[src/rtl/can_pkg.sv]
// Shared definitions for the CAN receive destuffing sequencer: state encoding,
// frame field positions (indices count destuffed bits, SOF = 0) and the
// helper that derives the last stuffed bit index from the control field.
package can_pkg;

  typedef enum logic [1:0] {
    ST_INTEGRATE = 2'd0,
    ST_IDLE      = 2'd1,
    ST_STUFF     = 2'd2,
    ST_TAIL      = 2'd3
  } can_state_e;

  localparam logic [2:0] STUFF_LIMIT  = 3'd5;
  localparam int         CRC_LEN      = 15;
  localparam int         TAIL_LEN     = 10;

  localparam logic [6:0] RTR_IDX_STD  = 7'd12;
  localparam logic [6:0] IDE_IDX      = 7'd13;
  localparam logic [6:0] DLC_IDX_STD  = 7'd15;
  localparam logic [6:0] DLC_END_STD  = DLC_IDX_STD + 7'd3;
  localparam logic [6:0] DATA_IDX_STD = 7'd19;

  localparam logic [6:0] RTR_IDX_EXT  = 7'd32;
  localparam logic [6:0] DLC_IDX_EXT  = 7'd35;
  localparam logic [6:0] DLC_END_EXT  = DLC_IDX_EXT + 7'd3;
  localparam logic [6:0] DATA_IDX_EXT = 7'd39;

  localparam logic [6:0] CRC_LAST_OFS = 7'(CRC_LEN - 1);
  localparam logic [6:0] TAIL_OFS     = 7'(TAIL_LEN);

  // Index of the last CRC bit: data start + 8 * clamped byte count + 14.
  function automatic logic [6:0] calc_last_idx(input logic [3:0] dlc,
                                               input logic       rtr,
                                               input logic [6:0] data_start);
    logic [3:0] nbytes;
    nbytes = rtr ? 4'd0 : ((dlc > 4'd8) ? 4'd8 : dlc);
    return data_start + {nbytes[3:0], 3'b000} + CRC_LAST_OFS;
  endfunction

endpackage

[src/rtl/can_run_tracker.sv]
// Run-length tracker for the stuffed region: counts equal consecutive bits
// (stuff bits included) and tells the sequencer when the next bit must be a
// stuff bit, whether it violates the stuffing rule, and whether the current
// bit completes a run of STUFF_LIMIT.
module can_run_tracker
  import can_pkg::*;
(
  input  logic i_Clock,
  input  logic i_Reset,
  input  logic clear,
  input  logic start,
  input  logic shift,
  input  logic bit_in,
  output logic stuff_expected,
  output logic stuff_error,
  output logic limit_next
);

  logic [2:0] run_len;
  logic       last_val;
  logic [2:0] run_inc;

  // Next run length for the incoming bit and the stuff decisions derived from it.
  always_comb begin
    run_inc        = (bit_in == last_val) ? run_len + 3'd1 : 3'd1;
    stuff_expected = (run_len == STUFF_LIMIT);
    stuff_error    = stuff_expected && (bit_in == last_val);
    limit_next     = (run_inc == STUFF_LIMIT);
  end

  // Run state: SOF seeds a dominant run of one, every stuffed-region bit updates it.
  always_ff @(posedge i_Clock) begin
    if (i_Reset || clear) begin
      run_len  <= 3'd0;
      last_val <= 1'b1;
    end else if (start) begin
      run_len  <= 3'd1;
      last_val <= 1'b0;
    end else if (shift) begin
      run_len  <= run_inc;
      last_val <= bit_in;
    end
  end

endmodule

[src/rtl/can_destuff_ctrl.sv]
// CAN receive destuffing sequencer: bus integration, SOF detection, stuff bit
// removal from SOF through the last CRC bit, fixed-form checks on the frame
// tail, and a destuffed bit stream with frame bit index.
// Optional feature macro: CAN_DESTUFF_EXT_EN (extended 29-bit ID layout);
// without it an IDE = 1 frame is rejected with a form error.
module can_destuff_ctrl
  import can_pkg::*;
#(
  parameter int IDLE_BITS = 11
) (
  input  logic       i_Clock,
  input  logic       i_Reset,
  input  logic       i_Bit_Valid,
  input  logic       i_Bit,
  input  logic       i_Frame_Abort,
  output logic       o_Data_Valid,
  output logic       o_Data_Bit,
  output logic [6:0] o_Bit_Index,
  output logic       o_Stuff_Error,
  output logic       o_Form_Error,
  output logic       o_Frame_Done,
  output logic       o_Busy
);

  localparam int CNT_W = $clog2(IDLE_BITS + 1);
  localparam logic [CNT_W-1:0] INTEG_LAST = CNT_W'(IDLE_BITS - 1);

  can_state_e       state;
  logic [CNT_W-1:0] integ_cnt;
  logic [6:0]       nxt_idx;
  logic [6:0]       last_idx;
  logic [3:0]       dlc;
  logic             rtr;
  logic             crc_end;
`ifdef CAN_DESTUFF_EXT_EN
  logic             ide;
`endif

  logic stuff_expected, stuff_error, limit_next;
  logic trk_start, trk_shift;
  logic ide_reject;
  logic [6:0] ack_idx, end_idx;

  can_run_tracker u_run (
    .i_Clock        (i_Clock),
    .i_Reset        (i_Reset),
    .clear          (i_Frame_Abort),
    .start          (trk_start),
    .shift          (trk_shift),
    .bit_in         (i_Bit),
    .stuff_expected (stuff_expected),
    .stuff_error    (stuff_error),
    .limit_next     (limit_next)
  );

  // Tracker strobes, tail positions and the IDE acceptance rule.
  always_comb begin
    trk_start = i_Bit_Valid && (state == ST_IDLE) && !i_Bit;
    trk_shift = i_Bit_Valid && (state == ST_STUFF);
    ack_idx   = last_idx + 7'd2;
    end_idx   = last_idx + TAIL_OFS;
`ifdef CAN_DESTUFF_EXT_EN
    ide_reject = 1'b0;
`else
    ide_reject = (nxt_idx == IDE_IDX) && i_Bit;
`endif
  end

  // Sequencer: integration, SOF, stuffed region, tail, with registered outputs.
  always_ff @(posedge i_Clock) begin
    if (i_Reset) begin
      state         <= ST_INTEGRATE;
      integ_cnt     <= '0;
      nxt_idx       <= 7'd0;
      last_idx      <= 7'd127;
      crc_end       <= 1'b0;
      o_Data_Valid  <= 1'b0;
      o_Data_Bit    <= 1'b0;
      o_Bit_Index   <= 7'd0;
      o_Stuff_Error <= 1'b0;
      o_Form_Error  <= 1'b0;
      o_Frame_Done  <= 1'b0;
      o_Busy        <= 1'b0;
    end else begin
      o_Data_Valid  <= 1'b0;
      o_Stuff_Error <= 1'b0;
      o_Form_Error  <= 1'b0;
      o_Frame_Done  <= 1'b0;
      if (i_Frame_Abort) begin
        state       <= ST_INTEGRATE;
        integ_cnt   <= '0;
        nxt_idx     <= 7'd0;
        o_Bit_Index <= 7'd0;
        crc_end     <= 1'b0;
        o_Busy      <= 1'b0;
      end else if (i_Bit_Valid) begin
        case (state)
          ST_INTEGRATE: begin
            if (!i_Bit) begin
              integ_cnt <= '0;
            end else if (integ_cnt == INTEG_LAST) begin
              integ_cnt <= '0;
              state     <= ST_IDLE;
            end else begin
              integ_cnt <= integ_cnt + 1'b1;
            end
          end
          ST_IDLE: begin
            if (!i_Bit) begin
              o_Data_Valid <= 1'b1;
              o_Data_Bit   <= 1'b0;
              o_Bit_Index  <= 7'd0;
              o_Busy       <= 1'b1;
              nxt_idx      <= 7'd1;
              last_idx     <= 7'd127;
              crc_end      <= 1'b0;
              state        <= ST_STUFF;
            end
          end
          ST_STUFF: begin
            if (stuff_expected) begin
              if (stuff_error) begin
                o_Stuff_Error <= 1'b1;
                o_Busy        <= 1'b0;
                integ_cnt     <= '0;
                crc_end       <= 1'b0;
                state         <= ST_INTEGRATE;
              end else if (crc_end) begin
                crc_end <= 1'b0;
                state   <= ST_TAIL;
              end
            end else if (ide_reject) begin
              o_Form_Error <= 1'b1;
              o_Busy       <= 1'b0;
              integ_cnt    <= '0;
              state        <= ST_INTEGRATE;
            end else begin
              o_Data_Valid <= 1'b1;
              o_Data_Bit   <= i_Bit;
              o_Bit_Index  <= nxt_idx;
              nxt_idx      <= nxt_idx + 7'd1;
              dlc          <= {dlc[2:0], i_Bit};
              if (nxt_idx == RTR_IDX_STD) rtr <= i_Bit;
`ifdef CAN_DESTUFF_EXT_EN
              if (nxt_idx == IDE_IDX) ide <= i_Bit;
              if (ide && nxt_idx == RTR_IDX_EXT) rtr <= i_Bit;
              if (!ide && nxt_idx == DLC_END_STD)
                last_idx <= calc_last_idx({dlc[2:0], i_Bit}, rtr, DATA_IDX_STD);
              if (ide && nxt_idx == DLC_END_EXT)
                last_idx <= calc_last_idx({dlc[2:0], i_Bit}, rtr, DATA_IDX_EXT);
`else
              if (nxt_idx == DLC_END_STD)
                last_idx <= calc_last_idx({dlc[2:0], i_Bit}, rtr, DATA_IDX_STD);
`endif
              // A run completed by the last CRC bit still owes a stuff bit.
              if (nxt_idx == last_idx) begin
                if (limit_next) crc_end <= 1'b1;
                else            state   <= ST_TAIL;
              end
            end
          end
          ST_TAIL: begin
            if (!i_Bit && nxt_idx != ack_idx) begin
              o_Form_Error <= 1'b1;
              o_Busy       <= 1'b0;
              integ_cnt    <= '0;
              state        <= ST_INTEGRATE;
            end else begin
              o_Data_Valid <= 1'b1;
              o_Data_Bit   <= i_Bit;
              o_Bit_Index  <= nxt_idx;
              nxt_idx      <= nxt_idx + 7'd1;
              if (nxt_idx == end_idx) begin
                o_Frame_Done <= 1'b1;
                o_Busy       <= 1'b0;
                state        <= ST_IDLE;
              end
            end
          end
          default: state <= ST_INTEGRATE;
        endcase
      end
    end
  end

endmodule

[config.mk]
export PLATFORM = sky130hd
export DESIGN_NAME = can_destuff_ctrl
export DESIGN_NICKNAME = d
export VERILOG_FILES = /design/src/rtl/can_pkg.sv /design/src/rtl/can_run_tracker.sv /design/src/rtl/can_destuff_ctrl.sv
export SDC_FILE = /design/constraint.sdc
export NUM_CORES = 1
export LEC_CHECK = 0
export ABC_AREA = 1
export BUFFER_PORTS_ARGS = -buffer_cell sky130_fd_sc_hd__buf_2
export CORE_MARGIN = 2
export CORE_UTILIZATION = 30
export DETAILED_ROUTE_END_ITERATION = 10
export RECOVER_POWER = 100
export SYNTH_ARGS = -nofsm -noshare
export SYNTH_HDL_FRONTEND = slang
export SYNTH_SLANG_ARGS = --single-unit
[constraint.sdc]
create_clock -name i_Clock -period 2.4 [get_ports i_Clock]
set_input_delay 0.24 -clock i_Clock [delete_from_list [all_inputs] [get_ports i_Clock]]
set_output_delay 0.24 -clock i_Clock [all_outputs]
set_load 0.05 [all_outputs]
After elaboration in Yosys (flattened, before gate mapping)
Index checks and enable logic that the tools add are counted.

Flip-flop bits (word level): 42. Input bits: 5. Output and inout port bits: 13. Logic and storage cells: 158.

Add/sub/neg operators: 7. Magnitude comparators: 1. Equality and inequality tests: 30. Mux-type cells: 69. Bitwise gates (word level): 7. Reductions and logical operators: 27.

Operators by type and width (number): 7-bit 2-to-1 mux (12); 7-bit case mux with 3 select lines (2); 4-bit 2-to-1 mux (8); 1-bit 2-to-1 mux (27); 6-bit AND reduction (4); 2-bit 2-to-1 mux (11); 7-bit AND reduction (3); 3-bit != test (second input constant) (5); 7-bit by 4-bit adder with 7-bit output (second input constant) (2); 7-bit by 4-bit == test with 1-bit output (second input constant) (2); 7-bit == test (2); 2-bit != test (second input constant) (7); 7-bit case mux with 2 select lines (1); 4-bit case mux with 3 select lines (1); 5-bit OR reduction (2); 1-bit case mux with 3 select lines (3); 4-bit != test (second input constant) (2); 2-bit case mux with 4 select lines (1); 8-bit AND reduction (1); 5-bit by 7-bit adder with 7-bit output (first input constant) (1); 7-bit by 1-bit adder with 7-bit output (second input constant) (1); 7-bit by 2-bit adder with 7-bit output (second input constant) (1); 7-bit by 5-bit == test with 1-bit output (second input constant) (1); 7-bit != test (1); 23 further kinds (40).

Longest topological paths before layout
Gate-level depths: netlist (run 1).

Depth after elaboration: 9. Gate-level depth with buffers: 16.

By module
A second synthesis (run 1) with hierarchy kept.

Cell total of the unflattened synthesis: 388. Area total of the unflattened synthesis: 2620.0 µm².

Modules (own cells, without submodules): can_destuff_ctrl (instances 1, cells each 349, area each 2367.3 µm², seq. area each 760.7 µm²); can_run_tracker (instances 1, cells each 39, area each 252.7 µm², seq. area each 80.1 µm²).

Worst setup path after synthesis (run 1)
Ideal clock, no wire load.

Path kind: register to register. Start: reg last_idx[2]. End: reg o_Bit_Index[0]. Setup time: 0.132 ns. Data arrival time: 1.677 ns. Data required time: 2.268 ns. Slack: 0.590 ns. Cell stages (with the launch flop): 15. Buffers on the path: 2. Cell sequence: dfxtp_1 -> buf_2 -> inv_1 -> ha_1 -> nand2_1 -> nand2_1 -> nor2_1 -> nand2_1 -> nor2_2 -> nand2_2 -> nand3_4 -> nand2_4 -> buf_6 -> nand2_1 -> a21oi_1.

Word-level cells in the longest chain between the ends: 5.

Ends and longest elaborated chain: start, declared (line can_destuff_ctrl.sv:31) `logic [6:0] last_idx;`; start signal, assigned (line can_destuff_ctrl.sv:153) `last_idx <= calc_last_idx({dlc[2:0], i_Bit}, rtr, DATA_IDX_STD);`; 7-bit by 2-bit adder with 7-bit output (line can_destuff_ctrl.sv:60) `ack_idx = last_idx + 7'd2;`; 7-bit != test (line can_destuff_ctrl.sv:163) `if (!i_Bit && nxt_idx != ack_idx) begin`; 1-bit logical AND (line can_destuff_ctrl.sv:163); 2-bit != test (no source line); 6-bit AND reduction (no source line); end signal, assigned (line can_destuff_ctrl.sv:140) `o_Bit_Index <= nxt_idx;`; end signal, assigned (line can_destuff_ctrl.sv:171) `o_Bit_Index <= nxt_idx;`; end, declared (line can_destuff_ctrl.sv:18) `output logic [6:0] o_Bit_Index,`.

No other way between the ends. A chain may end at the register's enable or synchronous reset.

Worst setup path in the final report (run 1)
Start: reg last_idx[3]. End: reg nxt_idx[0].

Word-level cells in the longest chain between the ends: 5.

Ends and longest elaborated chain: 7-bit by 2-bit adder with 7-bit output (line can_destuff_ctrl.sv:60); 7-bit != test (line can_destuff_ctrl.sv:163); 1-bit logical AND (line can_destuff_ctrl.sv:163); 2-bit != test (no source line); 6-bit AND reduction (no source line); end signal, assigned (line can_destuff_ctrl.sv:141) `nxt_idx <= nxt_idx + 7'd1;`; end signal, assigned (line can_destuff_ctrl.sv:172) `nxt_idx <= nxt_idx + 7'd1;`; end, declared (line can_destuff_ctrl.sv:30) `logic [6:0] nxt_idx;`.

No other way between the ends.

==> results.ini, run 1 <==
[outcome]
status=completed

[layout]
layout_common_cells=nand2_1 (113), inv_1 (43), nor2_1 (37), dfxtp_1 (36), nand3_1 (27)
regArea_um2=841
final_core_util_pct=34.1
n_fill_cell=912
diodes=0
num-nets-final=408
layout-drive-gt1-share_pct=8.65
multiInputGateArea_um2=1440
syn2layout_area_growth_pct=9.69
fin_area_um2=2820
layout_commonest_cell=nand2_1

[logic_synthesis]
synth_nets=394
ys_types=35
syn_inst=378
synth_area_leaders=dfxtp_1 (28%), nand2_1 (16%), inv_1 (5.8%)
yosys_warnings=0
syn_avg_cell_area_um2=6.80
yosysSeqAreaShare_pct=32.7
synth_top_area_cell=dfxtp_1
synth_ff_type=dfxtp_1
synth_top_area_share_pct=28.0
synth-edff-count=4
ys_ff_latch=40
async_flop_share_pct=0
synth_area_um2=2570

[detailed_routing]
postRouteAntennaNets=0
vias_per_cell=4.72
wl_um=5860
wl_per_cell_um=11.8
first_iter_violations=115
drtPass1Iterations=4
via_count=2353
drc=0

[clock_tree]
cts_tree=built
clkTransAtPathRegs_ns=0.08
clock_latency_ns=0.29
cts_num_sinks=40
htree_levels=2
cts_made_buffers=5
ctsResizeCount=0
postCtsSetupBuffers=0
ctsHoldBuffers=0
clock_path_buffers=2
clockRootBuffer=clkbuf_8

[pwr]
power_mw=1.32
swShare_pct=20.3
p_int_mw=1.05
pwr-share-comb_pct=3.4
leakage_nw=1.24
p_clk_share_pct=45.7
power_frac_seq_pct=51.0
switchingPower_mw=0.269
p_per_area_nw_per_um2=469
peakVddDrop_uv=272

[worst_hold_path]
hp-class=in -> reg
hold_start=i_Reset
hold_end=last_idx[4]
min_path_cells=3

[timing]
hold_viol=0
slew_headroom_pct=59.8
fin_skew_ns=0.00639
tightest_slew_ns=0.606
fmax_mhz=491
timing.hold.ws_ns=0.267
period_share_pct=84.8
slew_violations=0
rsz0062_at_grt=no
setup_viol=0
fin_crit_ns=2.04
fin_tns_setup_ns=0

[critical_path]
cpMaxStageDelayCell=dfxtp_1
critPathBufInv=2
cp.required_ns=2.59
r2r_slack_ns=0.36
critPathMaxFanout=16
end_kind=register
cp_top_family=simple AND/OR/NAND/NOR gates
crit_top_cell=nand2_1
cp.arrival_ns=2.22
worst_r2r_endpoint=nxt_idx[0]
critPathLaunch=last_idx[3]
timing.rr.start=last_idx[3]
startpoint_type=register
crit_chain=inv_1 -> ha_1 -> inv_1 -> nand2_1 -> nand2_1 -> nor2_1 -> nand2_1 -> nor2_2 -> nand2_1 -> nand3_4 -> nand2_4 -> a21oi_1 -> and2_1
critPathKind=reg -> reg
slowest_delay_ns=0.48
worstRegToRegCells=13
cp_num_cells=13

[placement]
port_buffers=17
hpwl_um=4500
placed_area_um2=2730
gp_congestion=0.859

[floorplanning]
num_rows=33
dieWidth_um=96.6
start_util_pct=31.1
die-area_um2=9320
pin_count=18
core_area_um2=8260
die_y_um=96.6

[global_routing]
grt_first_pass_wirelength_um=10100
grt_pass1_vias=2204
grt_use_total_pct=13.8
antenna_found_initial=0
grt_max_degree=23
grt_overflow=0

[run]
drv_cap=0

[metrics by stage]
stage / setup WS, ns / std cells
floorplan: 0.590 / 378
global placement: 0.457 / 490
detailed placement: 0.423 / 490
CTS: 0.407 / 498
global route: 0.0993 / 498
finish: 0.365 / 498
[worst register-to-register path: cells and delay by family (launching register included)]
kind | cells | cell delay, ns
fa+ha+maj | 1 | 0.30
buf+inv | 2 | 0.17
flops | 1 | 0.48
simple gates | 9 | 0.90
compound gates | 1 | 0.08
[power groups by stage]
stage	sequential [mW]	clock, mW	combinational [mW]
finish	0.674	0.604	0.0445
global route	0.674	0.649	0.0499
CTS	0.674	0.628	0.0463
detailed placement	0.690	0	0.0461
global placement	0.690	0	0.0459
floorplan	0.690	0	0.0303
[synthesized netlist by cell type (6+ instances only)]
cell type,instances
inv_1,40
nand3_1,26
dfxtp_1,36
nor2_1,37
inv_2,6
ha_1,11
a21oi_1,25
nand2_2,8
nand4_1,15
nand2_1,109
xor2_1,6
o21ai_0,10
[logic make-up (layout without fill, tap and decap cells)]
logic type / after synthesis / count (layout) / synth area share (%)
AO/OA/AOI/OAI: 44 / 44 / 10.3
XOR/XNOR: 7 / 7 / 2.39
adder cells (fa/ha/maj): 11 / 11 / 5.36
buffers and inverters: 60 / 75 / 10.6
flip-flops: 40 / 40 / 32.7
AND/OR/NAND/NOR: 216 / 216 / 38.7
[worst max path at each step]
stage                                 to  slack (ns)
final                         nxt_idx[0]        0.36
after global routing            state[1]         0.1
after CTS                     nxt_idx[0]        0.41
after detailed placement      nxt_idx[0]        0.42
after global placement        nxt_idx[0]        0.46
after floorplan           o_Bit_Index[0]        0.59
[sequential cells by signal (all words and copies together), names as in the netlist]
signal          flops
o_Busy              1
rtr                 1
state               2
u_run.last_val      1
o_Stuff_Error       1
o_Frame_Done        1
o_Data_Bit          1
last_idx            5
nxt_idx             7
o_Data_Valid        1
integ_cnt           4
u_run.run_len       3
o_Form_Error        1
dlc                 3
o_Bit_Index         7
crc_end             1
[layer usage]
metal	part of all wire (%)	up-vias	track usage, %
met5	0	-	0
met4	1.5	0	4.23
met3	2.5	8	2.48
met2	46	33	23.7
met1	50	1063	17.7
li1	-	1249	-
[final cells by class]
class	count	share of cell area (%)
Clock buffer	7	3.42
Clock inverter	1	1.07
Inverter	47	6.75
Multi-Input combinational cell	278	51.1
Sequential cell	40	29.8
Tap cell	105	4.66
Timing Repair Buffer	20	3.15
(Power assumes the default switching activity.)
==> run 2, diff against run 1 <==
--- a/config.mk
+++ b/config.mk
@@ -5,7 +5,7 @@
 export SDC_FILE = /design/constraint.sdc
 export NUM_CORES = 1
 export LEC_CHECK = 0
-export ABC_AREA = 1
+export ABC_AREA = 0
 export BUFFER_PORTS_ARGS = -buffer_cell sky130_fd_sc_hd__buf_2
 export CORE_MARGIN = 2
 export CORE_UTILIZATION = 30
==> constraint.sdc (replaced) <==
create_clock -name i_Clock -period 1.76 [get_ports i_Clock]
set_input_delay 0.176 -clock i_Clock [delete_from_list [all_inputs] [get_ports i_Clock]]
set_output_delay 0.176 -clock i_Clock [all_outputs]
set_load 0.05 [all_outputs]
==> run 2 against run 1 <==
- the flow now finishes with violations (setup timing)
- final cell count is 11% lower
- sequential cell count stayed put
- hold slack worse by 0.14 ns
- highest routed layer unchanged
- area after synthesis is 11% lower
- power is 28% higher
- critical path type unchanged
- core utilization is 11 points higher
==> results.ini, run 2 <==
[outcome]
status=finished, violations left
violations=setup timing

[pwr]
p_per_area_nw_per_um2=517  ; +10%
pwr-share-comb_pct=5.1  ; +1.7 points
leakage_nw=1.25  ; +0.89%
switchingPower_mw=0.385  ; +43%
power_frac_seq_pct=54.0  ; +3.0 points
power_mw=1.70  ; +28%
p_clk_share_pct=41.0  ; -4.7 points
peakVddDrop_uv=313  ; +15%
swShare_pct=22.7  ; +2.3 points
p_int_mw=1.31  ; +25%

[logic_synthesis]
ys_types=55  ; +57%
yosysSeqAreaShare_pct=36.8  ; +4.1 points
yosysMostFrequentCell=dfxtp_1
synth-edff-count=4  ; unchanged
synth_ff_type=dfxtp_1
synth_area_leaders=dfxtp_1 (32%), ha_1 (6.0%), edfxtp_1 (5.3%)
async_flop_share_pct=0  ; unchanged
synth_nets=288  ; -27%
yosys_warnings=0  ; unchanged
synth_common_cells=dfxtp_1 (36), nand2_1 (29), a21oi_1 (21), nor2_1 (21)
syn_avg_cell_area_um2=8.40  ; +23%
synth_top_area_cell=dfxtp_1
synth_top_area_share_pct=31.6  ; +3.5 points
ys_ff_latch=40  ; unchanged
syn_inst=272  ; -28%
synth_area_um2=2280  ; -11%

[placement]
gp_congestion=0.839  ; -2.4%
dp.cells=428  ; -13%
port_buffers=17  ; unchanged
hpwl_um=4620  ; +2.6%
placed_area_um2=2880  ; +5.6%

[clock_tree]
ctsHoldBuffers=0  ; unchanged
cts_made_buffers=5  ; unchanged
clkTransAtPathRegs_ns=0.08  ; about the same
clockRootBuffer=clkbuf_8
cts_tree=built
htree_levels=2  ; unchanged
cts_num_sinks=40  ; unchanged
clock_latency_ns=0.30  ; about the same
clock_path_buffers=2  ; unchanged

[timing]
period_share_pct=119  ; +34 points
fin_ws_ns=-0.327  ; -0.692 ns
fin_skew_ns=0.00879  ; +0.00240 ns
tightest_slew_ns=0.596  ; -0.0101 ns
slew_headroom_pct=60.4  ; +0.67 points
timing.hold.ws_ns=0.127  ; -0.140 ns
setup_viol=29  ; +29
rsz0062_at_grt=yes
fin_crit_ns=2.09  ; +0.0518 ns
hold_viol=0  ; unchanged
slew_violations=0  ; unchanged
fmax_mhz=479  ; -2.5%

[floorplanning]
die_y_um=91.2  ; -5.5%
dieWidth_um=91.2  ; -5.5%
die-area_um2=8330  ; -11%
core_area_um2=7330  ; -11%
start_util_pct=31.1  ; about the same
num_rows=31  ; -6.1%
pin_count=18  ; unchanged

[critical_path]
timing.rr.start=last_idx[4]
critPathBufInv=0  ; -2
startpoint_type=register
critPathLaunch=last_idx[4]
end_kind=register
worstRegToRegCells=6  ; -7
critPathKind=reg -> reg
slowest_delay_ns=0.50  ; +0.02 ns
cp.arrival_ns=2.33  ; +0.11 ns
cp.required_ns=2.01  ; -0.58 ns
cpMaxStageDelayCell=or4_4
worst_r2r_endpoint=nxt_idx[5]
cp_top_family=simple AND/OR/NAND/NOR gates
critPathMaxFanout=5  ; -11
r2r_slack_ns=-0.33  ; -0.69 ns
crit_chain=xor3_1 -> nor4_4 -> a31o_4 -> o211ai_4 -> or4_4 -> a21oi_2

[global_routing]
grt_pass1_vias=2166  ; -1.7%
grtUsageMet1_pct=20.1  ; +2.4 points
grt_max_degree=16  ; -30%
antenna_found_initial=0  ; unchanged
grt_overflow=0  ; unchanged
grt-busiest-layer=met2
grt_first_pass_wirelength_um=10300  ; +1.6%
grt_use_met3_pct=2.41  ; -0.076 points
grt_use_met2_pct=25.6  ; +1.9 points
grt_use_total_pct=15.4  ; +1.5 points

[layout]
fin_area_um2=3280  ; +16%
layout_common_cells=buf_4 (55), dfxtp_1 (30), nand2_1 (28), nor2_1 (19), a21oi_1 (17)
n_fill_cell=712  ; -22%
final_cells=445  ; -11%
num-nets-final=361  ; -12%
syn2layout_area_growth_pct=43.6
layout_commonest_cell=buf_4
diodes=0  ; unchanged
reg.largest.list=nxt_idx x7, o_Bit_Index x7, last_idx x5
layout-drive-gt1-share_pct=36.1  ; +27 points

[worst_hold_path]
hold_start=i_Reset
hold_end=o_Data_Bit
min_path_cells=2  ; -1
hp-class=in -> reg

[detailed_routing]
wl_per_cell_um=14.8  ; +26%
drc=0  ; unchanged
first_iter_violations=150  ; +30%
drtPass1Iterations=4  ; unchanged
postRouteAntennaNets=0  ; unchanged
via_count=2257  ; -4.1%
wl_um=6600  ; +13%
vias_per_cell=5.07  ; +7.3%

[run]
drv_cap=0  ; unchanged

## run 2: cell types whose count changed after synthesis, sizes merged, moves of 5 or more
| cell | previous run | this run |
|---|---|---|
| o21ai | 12 | 19 |
| nand2b | 0 | 5 |
| nand2 | 119 | 29 |
| xnor2 | 1 | 7 |
| clkbuf | 4 | 9 |
| nor2 | 42 | 21 |
| or4 | 0 | 5 |
| nand4 | 15 | 1 |
| inv | 46 | 10 |
| nand3 | 30 | 18 |
## run 2: power groups by stage
stage / sequential [mW] / combinational [mW] / clock [mW]
after floorplan: 0.940 / 0.0401 / 0
after global placement: 0.940 / 0.0795 / 0
after detailed placement: 0.940 / 0.0798 / 0
after CTS: 0.919 / 0.0861 / 0.705
after global routing: 0.916 / 0.0923 / 0.744
final: 0.916 / 0.0857 / 0.695
## run 2: how the worst max path moves through the flow
stage | cells after the start | endpoint | slack (ns)
2_1_floorplan | 8 | nxt_idx[5] | -0.46
6_report | 6 | nxt_idx[5] | -0.33
4_1_cts | 7 | nxt_idx[5] | -0.35
3_5_place_dp | 7 | nxt_idx[5] | -0.42
3_3_place_gp | 7 | nxt_idx[5] | -0.35
5_1_grt | 7 | nxt_idx[5] | -0.42
## run 2: area by class of cell
| class | instances | area [um^2] | share of cell area, % |
|---|---|---|---|
| Sequential cell | 40 | 853 | 26.0 |
| Multi-Input combinational cell | 205 | 1570 | 47.9 |
| Timing Repair Buffer | 83 | 587 | 17.9 |
| Clock buffer | 7 | 97.6 | 2.98 |
| Inverter | 10 | 40.0 | 1.22 |
| Clock inverter | 1 | 5.00 | 0.153 |
| Tap cell | 99 | 124 | 3.78 |
## run 2: per-layer routing
| layer | wire (um) | vias up |
|---|---|---|
| met3 | 207 | 7 |
| met2 | 3260 | 43 |
| met5 | 0 | - |
| met4 | 106 | 0 |
| met1 | 3030 | 1083 |
| li1 | - | 1124 |
## run 2: repair_timing
| action | 4_1_cts | 5_1_grt |
|---|---|---|
| gates resized for setup | 25 | 33 |
| setup buffers | 4 | 8 |
| pin swaps | 13 | 12 |
| setup endpoints to repair | 30 | 30 |
## run 2: metrics by stage
step           setup WS (ns)  util, %  TNS, ns
2_1_floorplan         -0.461        -    -4.31
3_3_place_gp          -0.350     39.3    -6.51
3_5_place_dp          -0.421     39.3    -7.79
4_1_cts               -0.355     42.7    -7.09
5_1_grt               -0.418     44.7    -9.55
6_report              -0.327     44.7    -6.84
## run 2: cell families (layout without fill, tap and decap cells)
kind of cell | count (synthesis) | in the layout | share of synthesized area [%]
xor gates and xnor gates | 15 | 15 | 6.41
AOI/OAI and AO/OA | 68 | 68 | 19.6
adders and majority gates | 11 | 11 | 6.03
buffers and inverters | 27 | 101 | 5.48
and+or+nand+nor | 109 | 109 | 24.8
DFF | 40 | 40 | 36.8
muxes | 2 | 2 | 0.931
==> run 3, diff against run 2 <==
--- a/config.mk
+++ b/config.mk
@@ -11,6 +11,7 @@
 export CORE_UTILIZATION = 30
 export DETAILED_ROUTE_END_ITERATION = 10
 export RECOVER_POWER = 100
+export REMOVE_ABC_BUFFERS = 1
 export SYNTH_ARGS = -nofsm -noshare
 export SYNTH_HDL_FRONTEND = slang
 export SYNTH_SLANG_ARGS = --single-unit
==> run 3 against run 2 <==
- fmax fell by 3.3%
- core utilization rose by 0.44 points
- cell area rose by 0.99%
- the run still ends with setup timing left
- final cell count rose by 0.90%
- combinational power rose by 9.1%
- highest routed layer unchanged
==> results.ini, run 3 (synthesized netlist as in run 2, its figures left out) <==
[layout]
reg.largest.list=nxt_idx x7, o_Bit_Index x7, last_idx x5
num-nets-final=365  ; +1.1%
final_core_util_pct=45.2  ; +0.44 points
final_cells=449  ; +0.90%
layout-drive-gt1-share_pct=37.7  ; +1.6 points
layout_commonest_cell=buf_4
layout_common_cells=buf_4 (54), dfxtp_1 (31), nand2_1 (27), nor2_1 (19), nand3_1 (16)
fin_area_um2=3310  ; +0.99%
regArea_um2=847  ; -0.73%
multiInputGateArea_um2=1570  ; -0.32%
syn2layout_area_growth_pct=45.0
n_fill_cell=704  ; -1.1%
diodes=0  ; unchanged

[critical_path]
crit_chain=or2_2 -> or4_4 -> a32o_2 -> o211ai_4 -> buf_4 -> buf_6 -> buf_4 -> o21ai_1 -> a21oi_1
cpMaxStageDelayCell=or4_4
end_kind=register
critPathKind=reg -> reg
cp.required_ns=1.99  ; -0.02 ns
critPathMaxFanout=7  ; +2
crit_top_cell=buf_4
cp.arrival_ns=2.39  ; +0.06 ns
startpoint_type=register
slowest_delay_ns=0.50  ; about the same

[floorplanning]
num_rows=31  ; unchanged
start_util_pct=31.1  ; unchanged
pin_count=18  ; unchanged
dieWidth_um=91.2  ; unchanged
core_area_um2=7330  ; unchanged
die_y_um=91.2  ; unchanged
die-area_um2=8330  ; unchanged

[clock_tree]
clockRootBuffer=clkbuf_8
cts_made_buffers=5  ; unchanged
cts_num_sinks=40  ; unchanged
ctsHoldBuffers=0  ; unchanged
clkTransAtPathRegs_ns=0.08  ; about the same
htree_levels=2  ; unchanged
clock_latency_ns=0.29  ; about the same
cts_tree=built
clock_path_buffers=2  ; unchanged

[global_routing]
grt_first_pass_wirelength_um=10900  ; +6.1%
grt_use_total_pct=16.2  ; +0.80 points
grt_max_degree=16  ; unchanged
grt_pass1_vias=2242  ; +3.5%
grt_overflow=0  ; unchanged
antenna_found_initial=0  ; unchanged

[timing]
fin_skew_ns=0.00767  ; -0.00112 ns
slew_violations=0  ; unchanged
slew_headroom_pct=59.3  ; -1.1 points
setup_viol=28  ; -3.4%
rsz0062_at_grt=yes
period_share_pct=123  ; +4.1 points
fin_crit_ns=2.16  ; +0.0722 ns
fin_ws_ns=-0.399  ; -0.0722 ns
hold_viol=0  ; unchanged
fmax_mhz=463  ; -3.3%
tightest_slew_ns=0.613  ; +0.0170 ns

[detailed_routing]
postRouteAntennaNets=0  ; unchanged
via_count=2334  ; +3.4%
drc=0  ; unchanged
vias_per_cell=5.20  ; +2.5%
wl_per_cell_um=15.1  ; +1.9%
first_iter_violations=128  ; -15%
drtPass1Iterations=5  ; +1
wl_um=6790  ; +2.9%

[placement]
gp_congestion=0.874  ; +4.1%
dp.cells=430  ; +0.47%
hpwl_um=4640  ; +0.52%
port_buffers=17  ; unchanged
placed_area_um2=2850  ; -1.0%

[run]
drv_cap=0  ; unchanged

[pwr]
p_per_area_nw_per_um2=530  ; +2.4%
leakage_nw=1.26  ; +1.2%
peakVddDrop_uv=447  ; +43%
power_mw=1.75  ; +3.4%

[worst_hold_path]
hp-class=in -> reg

[outcome]
status=finished, violations left
violations=setup timing

-- run 3: final cells by class --
cell class,count,share of cell area (%)
well taps,99,3.74
clock buffers,5,2.08
clock inverters,3,1.13
inverters,10,1.13
flip-flops and latches,40,25.6
repair buffers,87,19.0
multi-input cells,205,47.3
-- run 3: worst max-delay path, delay by kind of cell, from the launching register on --
family                 cells  cell delay [ns]
AND/OR/NAND/NOR            2             0.80
AO/OA/AOI/OAI              4             0.65
buffers and inverters      3             0.34
flip-flops                 1             0.31
-- run 3: repair_timing --
item                       4_1_cts  5_1_grt
gates resized for setup         32       37
setup endpoints to repair       30       31
pin swaps                       22       15
setup buffers                    6        5
-- run 3: path summary, 6_finish.rpt --
check	startpoint	to	slack, ns	depth (start not counted)
hold reg to reg	o_Bit_Index[0]	o_Bit_Index[0]	0.46	2
setup / recovery	nxt_idx[6]	o_Data_Bit	-0.40	9
setup reg to reg	nxt_idx[6]	o_Data_Bit	-0.40	9
hold / removal	i_Reset	o_Data_Bit	0.08	2
-- run 3: metal layers --
| metal | up-vias | GRT usage (%) | wire (um) |
|---|---|---|---|
| met5 | - | 0 | 0 |
| met1 | 1106 | 22.2 | 2980 |
| met4 | 0 | 4.55 | 138 |
| li1 | 1135 | - | - |
| met3 | 13 | 2.74 | 359 |
| met2 | 80 | 26.1 | 3310 |
-- run 3: report_power, final --
group	leakage (nW)	switching [mW]	total (mW)	internal (mW)
combinational	0.884	0.0573	0.0935	0.0362
clock	0.0532	0.329	0.742	0.413
sequential	0.327	0.000657	0.919	0.918
total	1.26	0.386	1.75	1.37
-- run 3: per-stage QoR --
step | setup slack, ns | hold WS, ns | setup TNS, ns
finish | -0.399 | 0.0837 | -6.74
global placement | -0.426 | 0.385 | -8.75
detailed placement | -0.446 | 0.391 | -8.94
global route | -0.481 | 0.0740 | -9.96
CTS | -0.432 | 0.0768 | -7.07
floorplan | -0.719 | 0.245 | -10.89
